**src/rtl/aib_drv_pkg.sv**
```systemverilog
// Shared types for the AIB pad-driver control block: config FSM states,
// driver leg encoding, and the 4-bit dead/settle counter type.
package aib_drv_pkg;

  localparam int unsigned CNT_W = 4;

  typedef logic [CNT_W-1:0] cnt_t;

  typedef enum logic [1:0] {
    IDLE    = 2'd0,
    QUIESCE = 2'd1,
    APPLY   = 2'd2,
    SETTLE  = 2'd3
  } cfg_state_e;

  typedef enum logic [1:0] {
    LEG_OFF = 2'd0,
    LEG_PU  = 2'd1,
    LEG_PD  = 2'd2
  } leg_e;

  // Leg the channel wants given its enable, data and quiesce state
  function automatic leg_e target_leg(input logic quiesce, input logic oe, input logic data);
    if (quiesce || !oe) return LEG_OFF;
    return data ? LEG_PU : LEG_PD;
  endfunction

endpackage

```
**src/rtl/aib_driver_ctrl_mc_if.sv**
```systemverilog
// Configuration request bus: valid/ready handshake carrying channel mask,
// strength codes and weak-pull enables.
interface aib_driver_ctrl_mc_if #(
  parameter int unsigned NCH   = 4,
  parameter int unsigned DRV_W = 3
);
  logic             cfg_valid;
  logic             cfg_ready;
  logic [NCH-1:0]   cfg_ch_mask;
  logic [DRV_W-1:0] cfg_pcode;
  logic [DRV_W-1:0] cfg_ncode;
  logic             cfg_pu_en;
  logic             cfg_pd_en;

  modport master (
    output cfg_valid, cfg_ch_mask, cfg_pcode, cfg_ncode, cfg_pu_en, cfg_pd_en,
    input  cfg_ready
  );

  modport slave (
    input  cfg_valid, cfg_ch_mask, cfg_pcode, cfg_ncode, cfg_pu_en, cfg_pd_en,
    output cfg_ready
  );
endinterface

```
**src/rtl/aib_drv_bbm_chan.sv**
```systemverilog
// One pad channel: target-leg selection, break-before-make dead counter and
// registered PU/PD leg drives. Also exports the last driven value and
// whether the channel is undriven next cycle, for the optional bus keeper.
module aib_drv_bbm_chan
  import aib_drv_pkg::*;
#(
  parameter int unsigned DEAD_CYC = 2
) (
  input  logic clk,
  input  logic rst_n,
  input  logic quiesce,
  input  logic tx_data,
  input  logic tx_oe,
  output logic pdrv_n,
  output logic ndrv,
  output logic idle_safe_c,
  output logic keep_c,
  output logic last_c
);

  leg_e leg_q, leg_d, tgt;
  cnt_t cnt_q, cnt_d;
  logic last_q, last_d;
  logic pdrv_n_q, pdrv_n_d;
  logic ndrv_q, ndrv_d;

  // Leg sequencing: drop the active leg, wait out the dead time, then engage the latest target
  always_comb begin
    leg_d  = leg_q;
    cnt_d  = cnt_q;
    last_d = last_q;
    tgt    = target_leg(quiesce, tx_oe, tx_data);
    if (leg_q != LEG_OFF) begin
      if (tgt != leg_q) begin
        leg_d = LEG_OFF;
        cnt_d = cnt_t'(DEAD_CYC);
      end
    end else if (cnt_q != '0) begin
      cnt_d = cnt_q - cnt_t'(1);
    end else if (tgt != LEG_OFF) begin
      leg_d  = tgt;
      last_d = (tgt == LEG_PU);
    end
    pdrv_n_d = (leg_d != LEG_PU);
    ndrv_d   = (leg_d == LEG_PD);
  end

  // Leg, dead counter and pad drive registers
  always_ff @(posedge clk or negedge rst_n) begin
    if (!rst_n) begin
      leg_q    <= LEG_OFF;
      cnt_q    <= '0;
      last_q   <= 1'b0;
      pdrv_n_q <= 1'b1;
      ndrv_q   <= 1'b0;
    end else begin
      leg_q    <= leg_d;
      cnt_q    <= cnt_d;
      last_q   <= last_d;
      pdrv_n_q <= pdrv_n_d;
      ndrv_q   <= ndrv_d;
    end
  end

  assign pdrv_n      = pdrv_n_q;
  assign ndrv        = ndrv_q;
  assign idle_safe_c = (leg_q == LEG_OFF) && (cnt_q == '0);
  assign keep_c      = (leg_d == LEG_OFF) && !tx_oe && !quiesce;
  assign last_c      = last_d;

endmodule

```
**src/rtl/aib_driver_ctrl_mc.sv**
```systemverilog
// Multi-channel AIB pad-driver control front-end. Per-channel break-before-make
// leg control plus a config FSM that quiesces, updates and settles the masked
// channels' strength codes and weak pulls.
// Optional feature: define AIB_DRV_KEEPER_EN to enable the weak-pull bus keeper
// on undriven channels that have no configured pull.
module aib_driver_ctrl_mc
  import aib_drv_pkg::*;
#(
  parameter int unsigned NCH      = 4,
  parameter int unsigned DRV_W    = 3,
  parameter int unsigned DEAD_CYC = 2,
  parameter int unsigned SETL_CYC = 4
) (
  input  logic                 clk,
  input  logic                 rst_n,
  input  logic [NCH-1:0]       tx_data,
  input  logic [NCH-1:0]       tx_oe,
  aib_driver_ctrl_mc_if.slave  cfg,
  output logic [NCH-1:0]       pdrv_n,
  output logic [NCH-1:0]       ndrv,
  output logic [NCH*DRV_W-1:0] c_pdrv,
  output logic [NCH*DRV_W-1:0] c_ndrv,
  output logic [NCH-1:0]       c_pu_n,
  output logic [NCH-1:0]       c_pd,
  output logic                 busy
);

`ifdef AIB_DRV_KEEPER_EN
  localparam bit KEEPER_EN = 1'b1;
`else
  localparam bit KEEPER_EN = 1'b0;
`endif

  cfg_state_e           state_q, state_d;
  cnt_t                 settle_q, settle_d;
  logic [NCH-1:0]       mask_q, mask_d;
  logic [DRV_W-1:0]     pcode_cap_q, pcode_cap_d;
  logic [DRV_W-1:0]     ncode_cap_q, ncode_cap_d;
  logic                 pu_cap_q, pu_cap_d;
  logic                 pd_cap_q, pd_cap_d;
  logic [NCH*DRV_W-1:0] c_pdrv_q, c_pdrv_d;
  logic [NCH*DRV_W-1:0] c_ndrv_q, c_ndrv_d;
  logic [NCH-1:0]       pu_cfg_q, pu_cfg_d;
  logic [NCH-1:0]       pd_cfg_q, pd_cfg_d;
  logic [NCH-1:0]       c_pu_n_q, c_pu_n_d;
  logic [NCH-1:0]       c_pd_q, c_pd_d;
  logic                 busy_q, busy_d;
  logic                 cfg_ready_q, cfg_ready_d;

  logic [NCH-1:0]       quiesce_c;
  logic [NCH-1:0]       idle_safe_c;
  logic [NCH-1:0]       keep_c;
  logic [NCH-1:0]       last_c;

  assign quiesce_c = (state_q != IDLE) ? mask_q : '0;

  // Per-channel leg control
  for (genvar g = 0; g < NCH; g++) begin : g_ch
    aib_drv_bbm_chan #(.DEAD_CYC(DEAD_CYC)) u_chan (
      .clk         (clk),
      .rst_n       (rst_n),
      .quiesce     (quiesce_c[g]),
      .tx_data     (tx_data[g]),
      .tx_oe       (tx_oe[g]),
      .pdrv_n      (pdrv_n[g]),
      .ndrv        (ndrv[g]),
      .idle_safe_c (idle_safe_c[g]),
      .keep_c      (keep_c[g]),
      .last_c      (last_c[g])
    );
  end

  // Config FSM: capture, quiesce masked legs, apply codes/pulls, settle
  always_comb begin
    state_d     = state_q;
    settle_d    = settle_q;
    mask_d      = mask_q;
    pcode_cap_d = pcode_cap_q;
    ncode_cap_d = ncode_cap_q;
    pu_cap_d    = pu_cap_q;
    pd_cap_d    = pd_cap_q;
    c_pdrv_d    = c_pdrv_q;
    c_ndrv_d    = c_ndrv_q;
    pu_cfg_d    = pu_cfg_q;
    pd_cfg_d    = pd_cfg_q;
    case (state_q)
      IDLE: begin
        if (cfg.cfg_valid && cfg_ready_q) begin
          mask_d      = cfg.cfg_ch_mask;
          pcode_cap_d = cfg.cfg_pcode;
          ncode_cap_d = cfg.cfg_ncode;
          pu_cap_d    = cfg.cfg_pu_en;
          pd_cap_d    = cfg.cfg_pd_en;
          state_d     = QUIESCE;
        end
      end
      QUIESCE: begin
        if (&(idle_safe_c | ~mask_q)) state_d = APPLY;
      end
      APPLY: begin
        for (int i = 0; i < NCH; i++) begin
          if (mask_q[i]) begin
            c_pdrv_d[i*DRV_W +: DRV_W] = pcode_cap_q;
            c_ndrv_d[i*DRV_W +: DRV_W] = ncode_cap_q;
            pd_cfg_d[i]                = pd_cap_q;
            pu_cfg_d[i]                = pu_cap_q && !pd_cap_q;
          end
        end
        settle_d = cnt_t'(SETL_CYC);
        state_d  = SETTLE;
      end
      SETTLE: begin
        settle_d = settle_q - cnt_t'(1);
        if (settle_q <= cnt_t'(1)) begin
          settle_d = '0;
          state_d  = IDLE;
        end
      end
      default: state_d = IDLE;
    endcase
    busy_d      = (state_d != IDLE);
    cfg_ready_d = (state_d == IDLE);
  end

  // Weak-pull outputs: configured pulls, plus the keeper on undriven unpulled channels
  always_comb begin
    c_pu_n_d = '1;
    c_pd_d   = '0;
    for (int i = 0; i < NCH; i++) begin
      c_pu_n_d[i] = !(pu_cfg_d[i] ||
                      (KEEPER_EN && keep_c[i] && !pu_cfg_d[i] && !pd_cfg_d[i] && last_c[i]));
      c_pd_d[i]   = pd_cfg_d[i] ||
                    (KEEPER_EN && keep_c[i] && !pu_cfg_d[i] && !pd_cfg_d[i] && !last_c[i]);
    end
  end

  // FSM, captured request and output registers
  always_ff @(posedge clk or negedge rst_n) begin
    if (!rst_n) begin
      state_q     <= IDLE;
      settle_q    <= '0;
      mask_q      <= '0;
      pcode_cap_q <= '0;
      ncode_cap_q <= '0;
      pu_cap_q    <= 1'b0;
      pd_cap_q    <= 1'b0;
      c_pdrv_q    <= '0;
      c_ndrv_q    <= '0;
      pu_cfg_q    <= '0;
      pd_cfg_q    <= '0;
      c_pu_n_q    <= '1;
      c_pd_q      <= '0;
      busy_q      <= 1'b0;
      cfg_ready_q <= 1'b0;
    end else begin
      state_q     <= state_d;
      settle_q    <= settle_d;
      mask_q      <= mask_d;
      pcode_cap_q <= pcode_cap_d;
      ncode_cap_q <= ncode_cap_d;
      pu_cap_q    <= pu_cap_d;
      pd_cap_q    <= pd_cap_d;
      c_pdrv_q    <= c_pdrv_d;
      c_ndrv_q    <= c_ndrv_d;
      pu_cfg_q    <= pu_cfg_d;
      pd_cfg_q    <= pd_cfg_d;
      c_pu_n_q    <= c_pu_n_d;
      c_pd_q      <= c_pd_d;
      busy_q      <= busy_d;
      cfg_ready_q <= cfg_ready_d;
    end
  end

  assign c_pdrv        = c_pdrv_q;
  assign c_ndrv        = c_ndrv_q;
  assign c_pu_n        = c_pu_n_q;
  assign c_pd          = c_pd_q;
  assign busy          = busy_q;
  assign cfg.cfg_ready = cfg_ready_q;

endmodule

```
**src/flat_wrapper.sv**
```systemverilog
// flat-port wrapper written by rule: the top's interface ports become plain ports
module aib_driver_ctrl_mc_flat import aib_drv_pkg::*;
#(
  parameter int unsigned NCH      = 4,
  parameter int unsigned DRV_W    = 3,
  parameter int unsigned DEAD_CYC = 2,
  parameter int unsigned SETL_CYC = 4
)
  (clk, rst_n, tx_data, tx_oe, pdrv_n, ndrv, c_pdrv, c_ndrv, c_pu_n, c_pd, busy, cfg_cfg_valid, cfg_cfg_ch_mask, cfg_cfg_pcode, cfg_cfg_ncode, cfg_cfg_pu_en, cfg_cfg_pd_en, cfg_cfg_ready);
  aib_driver_ctrl_mc_if #(.NCH(NCH), .DRV_W(DRV_W)) cfg_i ();
  input  logic clk;
  input  logic rst_n;
  input  logic [NCH-1:0] tx_data;
  input  logic [NCH-1:0] tx_oe;
  output logic [NCH-1:0] pdrv_n;
  output logic [NCH-1:0] ndrv;
  output logic [NCH*DRV_W-1:0] c_pdrv;
  output logic [NCH*DRV_W-1:0] c_ndrv;
  output logic [NCH-1:0] c_pu_n;
  output logic [NCH-1:0] c_pd;
  output logic busy;
  input wire logic [$bits(cfg_i.cfg_valid)-1:0] cfg_cfg_valid;
  input wire logic [$bits(cfg_i.cfg_ch_mask)-1:0] cfg_cfg_ch_mask;
  input wire logic [$bits(cfg_i.cfg_pcode)-1:0] cfg_cfg_pcode;
  input wire logic [$bits(cfg_i.cfg_ncode)-1:0] cfg_cfg_ncode;
  input wire logic [$bits(cfg_i.cfg_pu_en)-1:0] cfg_cfg_pu_en;
  input wire logic [$bits(cfg_i.cfg_pd_en)-1:0] cfg_cfg_pd_en;
  output wire logic [$bits(cfg_i.cfg_ready)-1:0] cfg_cfg_ready;
  assign cfg_i.cfg_valid = cfg_cfg_valid;
  assign cfg_i.cfg_ch_mask = cfg_cfg_ch_mask;
  assign cfg_i.cfg_pcode = cfg_cfg_pcode;
  assign cfg_i.cfg_ncode = cfg_cfg_ncode;
  assign cfg_i.cfg_pu_en = cfg_cfg_pu_en;
  assign cfg_i.cfg_pd_en = cfg_cfg_pd_en;
  assign cfg_cfg_ready = cfg_i.cfg_ready;
  aib_driver_ctrl_mc #(.NCH(NCH), .DRV_W(DRV_W), .DEAD_CYC(DEAD_CYC), .SETL_CYC(SETL_CYC)) u_core (.clk(clk), .rst_n(rst_n), .tx_data(tx_data), .tx_oe(tx_oe), .cfg(cfg_i), .pdrv_n(pdrv_n), .ndrv(ndrv), .c_pdrv(c_pdrv), .c_ndrv(c_ndrv), .c_pu_n(c_pu_n), .c_pd(c_pd), .busy(busy));
endmodule
```
**config.mk**
```make
export PLATFORM = sky130hd
export DESIGN_NAME = aib_driver_ctrl_mc_flat
export DESIGN_NICKNAME = d
export VERILOG_FILES = /design/src/rtl/aib_drv_pkg.sv /design/src/rtl/aib_driver_ctrl_mc_if.sv /design/src/rtl/aib_drv_bbm_chan.sv /design/src/rtl/aib_driver_ctrl_mc.sv /design/src/flat_wrapper.sv
export SDC_FILE = /design/constraint.sdc
export NUM_CORES = 1
export LEC_CHECK = 0
export CAP_MARGIN = 20
export CELL_PAD_IN_SITES_DETAIL_PLACEMENT = 1
export CELL_PAD_IN_SITES_GLOBAL_PLACEMENT = 1
export CORE_ASPECT_RATIO = 2
export CORE_UTILIZATION = 30
export DETAILED_ROUTE_END_ITERATION = 8
export PLACE_DENSITY_LB_ADDON = 0.08
export SLEW_MARGIN = 40
export SYNTH_ARGS = -nofsm -noshare
export SYNTH_HDL_FRONTEND = slang
export SYNTH_HIERARCHICAL = 1
export SYNTH_SLANG_ARGS = --single-unit
```
**constraint.sdc**
```tcl
create_clock -name clk -period 4 [get_ports clk]
set_clock_uncertainty 0.05 [all_clocks]
set_input_delay 0.4 -clock clk [delete_from_list [all_inputs] [get_ports clk]]
set_output_delay 0.4 -clock clk [all_outputs]
set_load 0.02 [all_outputs]
```
==> impl_results.md, run 1 <==
* Status: complete, but fails checks
* Failing checks: DRC
* Worst r2r dst: u_core/state_q[1]
* Final setup violating endpoints at 0
* Final Cycle Share at 51.3%
* Drt wl/cell at 17.0 um
* Setup TNS at 0 ps
* Final hold vios at 0
* Flop2flop setup slack at 1950 ps
* Clk buf depth at 2
* Period minus WS final at 2050 ps
* # rows at 59
* Switching Power at 0.00151 W
* CP max-delay cell: nor3b_2
* Logic pwr share at 41.1%
* Die Area at 0.0140 sq mm
* Syn Nets at 358
* Share of layout cells above drive strength 1 at 22.8%
* Sw Ratio at 35.8%
* Sink Count at 88
* WP buf/inv at 1
* Slew @ Worst Pin at 698 ps
* Max FO, Critical Path at 6
* Number of buffers created by CTS at 9
* Slew Limit Headroom at 53.4%
* First-pass GRT wire length at 16000 um
* Critical path depth in cells at 7
* RePlAce Congestion at 0.754
* Internal power at 0.00270 W
* Vias in the first global route at 2976
* Startpoint Class: register
* Crit Path Class: reg -> reg
* Worst Hold Class: in -> async
* Ys Warns at 6
* Critical R2R Launch: u_core/g_ch[0].u_chan/cnt_q[0]
* DIE HEIGHT at 166 um
* Cell chain of the critical path: inv_1, ha_1, nor3b_2, and2_1, nand2b_1, o221ai_1, a211oi_1
* Largest net degree at the start of global routing at 74
* Post-Syn Area at 0.00406 sq mm
* Initial antenna violation count at 0
* Buffers on Ports at 64
* Via density at 4.94
* Drt drc at 14
* RSZ-0062 raised after global routing: false
* Resized Gates After CTS at 0
* P per Cell Area at 818 mW/mm^2
* Slowest stage delay, CP at 430 ps
* HPWL after DPL at 6960 um
* Clk root buf: clkbuf_16
* Worst-path clk slew at 70 ps
* CTS tree: yes
* PnR worst setup slack at 1950 ps
* Boundary Pins at 65
* Post-CTS setup repair buffer count at 0
* Power share of the clock group at 20.4%
* Detailed Routing Iterations Pass 1 at 6
* Crit end category: register
* Routed WL at 9360 um
* Area Growth Syn to Fin at 26.7%
* Arr. time, crit path at 2250 ps
* Cts hold-fix bufs at 0
* Cells after Synth at 325
* Syn avg cell area at 12.5 sq um
* Gr usage total at 14.9%
* Vias at 2722
* Width of the die at 84.2 um
* Final nets at 427
* Worst EP required at 4200 ps
* Seq pwr share at 38.6%
* CORE AREA at 0.0131 sq mm
* P_leak at 2.26 nW
* Gr ovfl total at 0
* Maximum VDD drop at 0.252 mV
* CTS H-tree depth at 3
* Crit-path leading delay family: simple AND/OR/NAND/NOR gates
* Clk Latency, worst-skew pair at 340 ps
* DRT antenna net count at 0
* R2r worst-path depth at 7
* MaxCap Viol Count at 0
* Max Freq at 488 MHz
* N_diodes at 0
* Initial core utilization at 31.0%
* Pins over their slew limit at 0
* Initial DRC Count at 89
* DP Worst Slack at 1890 ps
==> layout by cell type (no fill, tap or decap), types with 2 or more instances in the layout <==
| cell | count |
|---|---|
| o21a_1 | 4 |
| or3_1 | 8 |
| a21o_2 | 4 |
| ha_1 | 10 |
| inv_1 | 14 |
| nand3_1 | 5 |
| clkdlybuf4s50_1 | 63 |
| nand3b_4 | 3 |
| clkinvlp_4 | 2 |
| clkbuf_16 | 9 |
| or3b_1 | 4 |
| o21ai_0 | 8 |
| o32a_1 | 4 |
| nor2b_1 | 6 |
| a22oi_1 | 4 |
| nand3b_1 | 5 |
| dfstp_2 | 8 |
| a21oi_1 | 2 |
| mux2i_1 | 5 |
| nor3b_1 | 4 |
| mux2_2 | 39 |
| nor3b_2 | 4 |
| nand2_1 | 15 |
| nand2b_1 | 3 |
| and2_1 | 4 |
| and3b_2 | 4 |
| o2bb2ai_1 | 5 |
| a21bo_2 | 4 |
| xnor2_1 | 5 |
| nor3_1 | 9 |
| dfrtp_1 | 80 |
| nor2_1 | 32 |
| a22oi_2 | 4 |
==> metrics by stage <==
stage / instances / instance area [sq um] / utilization [%] / total power (W) / hold WS (ps)
4_1_cts: 551 / 5140 / 39.3 / 0.00429 / 45.6
6_report: 551 / 5140 / 39.3 / 0.00420 / 10.4
5_1_grt: 551 / 5140 / 39.3 / 0.00452 / 76.0
3_5_place_dp: 535 / 4830 / 37.0 / 0.00341 / 415
2_1_floorplan: 325 / 4060 / - / 0.00271 / 54.4
3_3_place_gp: 535 / 4820 / 36.9 / 0.00333 / 406
==> how the worst max path moves through the flow <==
| stage | from | endpoint | slack, ps |
|---|---|---|---|
| after floorplan | u_core/g_ch[0].u_chan/cnt_q[0] | u_core/state_q[1] | 2330 |
| after global placement | cfg_cfg_valid | u_core/ncode_cap_q[0] | 1640 |
| after detailed placement | cfg_cfg_valid | u_core/pu_cap_q | 1890 |
| after CTS | u_core/g_ch[0].u_chan/cnt_q[0] | u_core/state_q[1] | 1900 |
| after global routing | u_core/g_ch[0].u_chan/cnt_q[0] | u_core/state_q[1] | 1800 |
| final | u_core/g_ch[0].u_chan/cnt_q[0] | u_core/state_q[1] | 1950 |
==> metal layers <==
layer / track usage (%) / up-vias / share of wire, %
li1: - / 1287 / -
met1: 16.8 / 1382 / 39
met5: 0 / - / 0
met3: 3.27 / 9 / 3.2
met4: 4.50 / 0 / 1.5
met2: 27.5 / 44 / 56
==> sequential cells by signal, summed over array words and instances (netlist names) <==
name and cells:
u_core/g_ch.u_chan/pdrv_n 4, u_core/ncode_cap_q 3, u_core/settle_q 4, u_core/pu_cfg_q 4, u_core/c_ndrv 12, u_core/g_ch.u_chan/ndrv 4
u_core/pd_cap_q 1, u_core/pu_cap_q 1, u_core/cfg.cfg_ready 1, u_core/pcode_cap_q 3, u_core/c_pd 4, u_core/state_q 2
u_core/busy 1, u_core/mask_q 4, u_core/c_pdrv 12, u_core/c_pu_n 4, u_core/g_ch.u_chan/cnt_q 16, u_core/g_ch.u_chan/leg_q 8
==> power groups by stage <==
stage | combinational (W) | sequential, W | clock (W)
2_1_floorplan | 0.000958 | 0.00175 | 0
3_3_place_gp | 0.00170 | 0.00163 | 0
3_5_place_dp | 0.00176 | 0.00165 | 0
4_1_cts | 0.00177 | 0.00163 | 0.000892
5_1_grt | 0.00189 | 0.00169 | 0.000930
6_report | 0.00173 | 0.00162 | 0.000855
==> layout make-up <==
type                            count  area, sq um
Clock buffer                       10          239
Clock inverter                      6         67.6
Fill cell                        1417         7930
Inverter                           14         52.6
Multi-Input combinational cell    216         1730
Sequential cell                    88         2210
Tap cell                          152          190
Timing Repair Buffer               65          649
(Power assumes the default switching activity.)
==> run 2, diff against run 1 <==
Clock period 4 ns to 2 ns, I/O delays scaled along.
==> run 2 against run 1 <==
Net effect:
- first-iteration DRC count increased by 12%
- die area unchanged
- total power increased by 110%
- global-route usage about the same
- cell count increased by 1.5%
- setup slack got worse by 1800 ps
- cell area increased by 2.4%
- clock power increased by 130%
- the flow still finishes with violations (DRC)
- routed wire length increased by 3.2%
- critical endpoint unchanged
==> impl_results.md, run 2 (synthesis gave the netlist of run 1 again) <==
* CORE AREA at 0.0131 sq mm (unchanged)
* CTS tree: yes (unchanged)
* Sink Count at 88 (unchanged)
* Most frequent cells in the layout: dfrtp_1 (80), clkdlybuf4s50_1 (63), mux2_2 (39) (unchanged)
* Worst EP required at 2190 ps (was 4200 ps)
* Detailed Routing Iterations Pass 1 at 7 (was 6)
* Width of the die at 84.2 um (unchanged)
* Clk Latency, worst-skew pair at 340 ps (about the same)
* # rows at 59 (unchanged)
* Post-route core utilization at 40.3% (was 39.3%)
* Number of fill cells at 1417 (unchanged)
* Worst Hold Class: in -> async (unchanged)
* Max FO, Critical Path at 6 (unchanged)
* Status: complete, but fails checks (unchanged)
* Via density at 4.97 (was 4.94)
* Worst-path clk slew at 70 ps (about the same)
* Drt wl/cell at 17.3 um (was 17.0 um)
* Final hold vios at 0 (unchanged)
* Startpoint Class: register (unchanged)
* Largest net degree at the start of global routing at 37 (was 74)
* Period minus WS final at 1820 ps (was 2050 ps)
* Initial antenna violation count at 0 (unchanged)
* Gr ovfl total at 0 (unchanged)
* DRT antenna net count at 0 (unchanged)
* P_leak at 2.34 nW (was 2.26 nW)
* Final nets at 435 (was 427)
* Max Freq at 551 MHz (was 488 MHz)
* Most common cell after layout, fill and taps aside: dfrtp_1 (unchanged)
* N_diodes at 0 (unchanged)
* DIE HEIGHT at 166 um (unchanged)
* CTS H-tree depth at 3 (unchanged)
* RePlAce Congestion at 0.756 (was 0.754)
* Post-layout instance area at 0.00526 sq mm (was 0.00514 sq mm)
* Gr usage total at 14.8% (was 14.9%)
* Max FFs per register at 16 (unchanged)
* Share of layout cells above drive strength 1 at 24.1% (was 22.8%)
* Failing checks: DRC (unchanged)
* HPWL after DPL at 7220 um (was 6960 um)
* Vias at 2780 (was 2722)
* Post-DP Area at 0.00488 sq mm (was 0.00483 sq mm)
* Clk buf depth at 2 (unchanged)
* Number of buffers created by CTS at 9 (unchanged)
* First-pass GRT wire length at 16100 um (was 16000 um)
* Buffers on Ports at 64 (unchanged)
* Final Cycle Share at 90.8% (was 51.3%)
* Maximum VDD drop at 0.459 mV (was 0.252 mV)
* Pins over their slew limit at 0 (unchanged)
* Boundary Pins at 65 (unchanged)
* Crit Path Class: reg -> reg (unchanged)
* Setup TNS at 0 ps (unchanged)
* Arr. time, crit path at 2010 ps (was 2250 ps)
* Final setup violating endpoints at 0 (unchanged)
* Initial DRC Count at 100 (was 89)
* P per Cell Area at 1660 mW/mm^2 (was 818 mW/mm^2)
* Die Area at 0.0140 sq mm (unchanged)
* Clk root buf: clkbuf_16 (unchanged)
* Slew @ Worst Pin at 732 ps (was 698 ps)
* MaxCap Viol Count at 0 (unchanged)
* Initial core utilization at 31.0% (unchanged)
* Slew Limit Headroom at 50.6% (was 53.4%)
* RSZ-0062 raised after global routing: false (unchanged)
* Biggest register: u_core/g_ch.u_chan/cnt_q (unchanged)
* Routed WL at 9660 um (was 9360 um)
* Vias in the first global route at 3007 (was 2976)
* Crit end category: register (unchanged)
* Drt drc at 14 (unchanged)
* Area Growth Syn to Fin at 29.7% (was 26.7%)
==> run 2: changes by cell type in the layout (fill, tap and decap cells not counted), sizes merged <==
cell         change
buf              +7
clkbuf           -1
inv              +1
bufinv           +2
clkinvlp         -2
dlygate4sd3      +1
==> run 2: worst paths after layout <==
check                                                from  cells past startpoint                              to  slack [ps]
setup / recovery           u_core/g_ch[2].u_chan/cnt_q[0]                      6               u_core/state_q[1]         180
hold / removal                                      rst_n                      2  u_core/g_ch[2].u_chan/leg_q[0]         320
setup reg to reg           u_core/g_ch[2].u_chan/cnt_q[0]                      6               u_core/state_q[1]         180
hold reg to reg                        u_core/pu_cfg_q[2]                      2                u_core/c_pu_n[2]         420
max in group asynchronous                           rst_n                      3    u_core/g_ch[1].u_chan/pdrv_n         920
min in group clk                            cfg_cfg_pu_en                      2                 u_core/pu_cap_q         420
==> run 2: area by class of cell <==
class | instances | area, sq um | share of cell area, %
Sequential cell | 88 | 2210 | 42.0
Multi-Input combinational cell | 216 | 1730 | 32.9
Timing Repair Buffer | 73 | 721 | 13.7
Clock buffer | 9 | 225 | 4.28
Tap cell | 152 | 190 | 3.61
Clock inverter | 7 | 128 | 2.43
Inverter | 14 | 52.6 | 0.999
==> run 2: power breakdown <==
group	total (W)	internal, W	switching (W)
Sequential	0.00317	0.00257	0.000597
Combinational	0.00361	0.00187	0.00174
Clock	0.00197	0.00124	0.000736
==> run 2: repair_timing <==
action	in CTS	in global routing
pin swaps	0	0
hold endpoints to repair	28	0
setup endpoints to repair	1	2
hold buffers	1	0
setup buffers	0	1
resized for setup	1	1
==> run 2: per-layer routing <==
metal | track usage, % | wire length (um) | vias up
met5 | 0 | 0 | -
met4 | 4.95 | 115 | 0
met3 | 3.02 | 303 | 6
met2 | 28.4 | 5530 | 46
met1 | 15.8 | 3710 | 1420
li1 | - | - | 1308
==> run 2: worst max-delay path, stage by stage (launching register included) <==
cell	delay, ps
dfrtp_1	410
inv_1	110
ha_1	170
nor3b_2	380
and2_1	210
o221ai_1	140
a211oi_1	260
==> run 2: through the flow <==
stage               cells  hold WS [ps]  total power, W  setup WS [ps]
floorplan             325          -146         0.00541            331
global placement      541           151         0.00674            172
detailed placement    541           160         0.00685           7.10
CTS                   558           325         0.00890           54.8
global route          559           362         0.00934           9.29
finish                559           319         0.00876            184
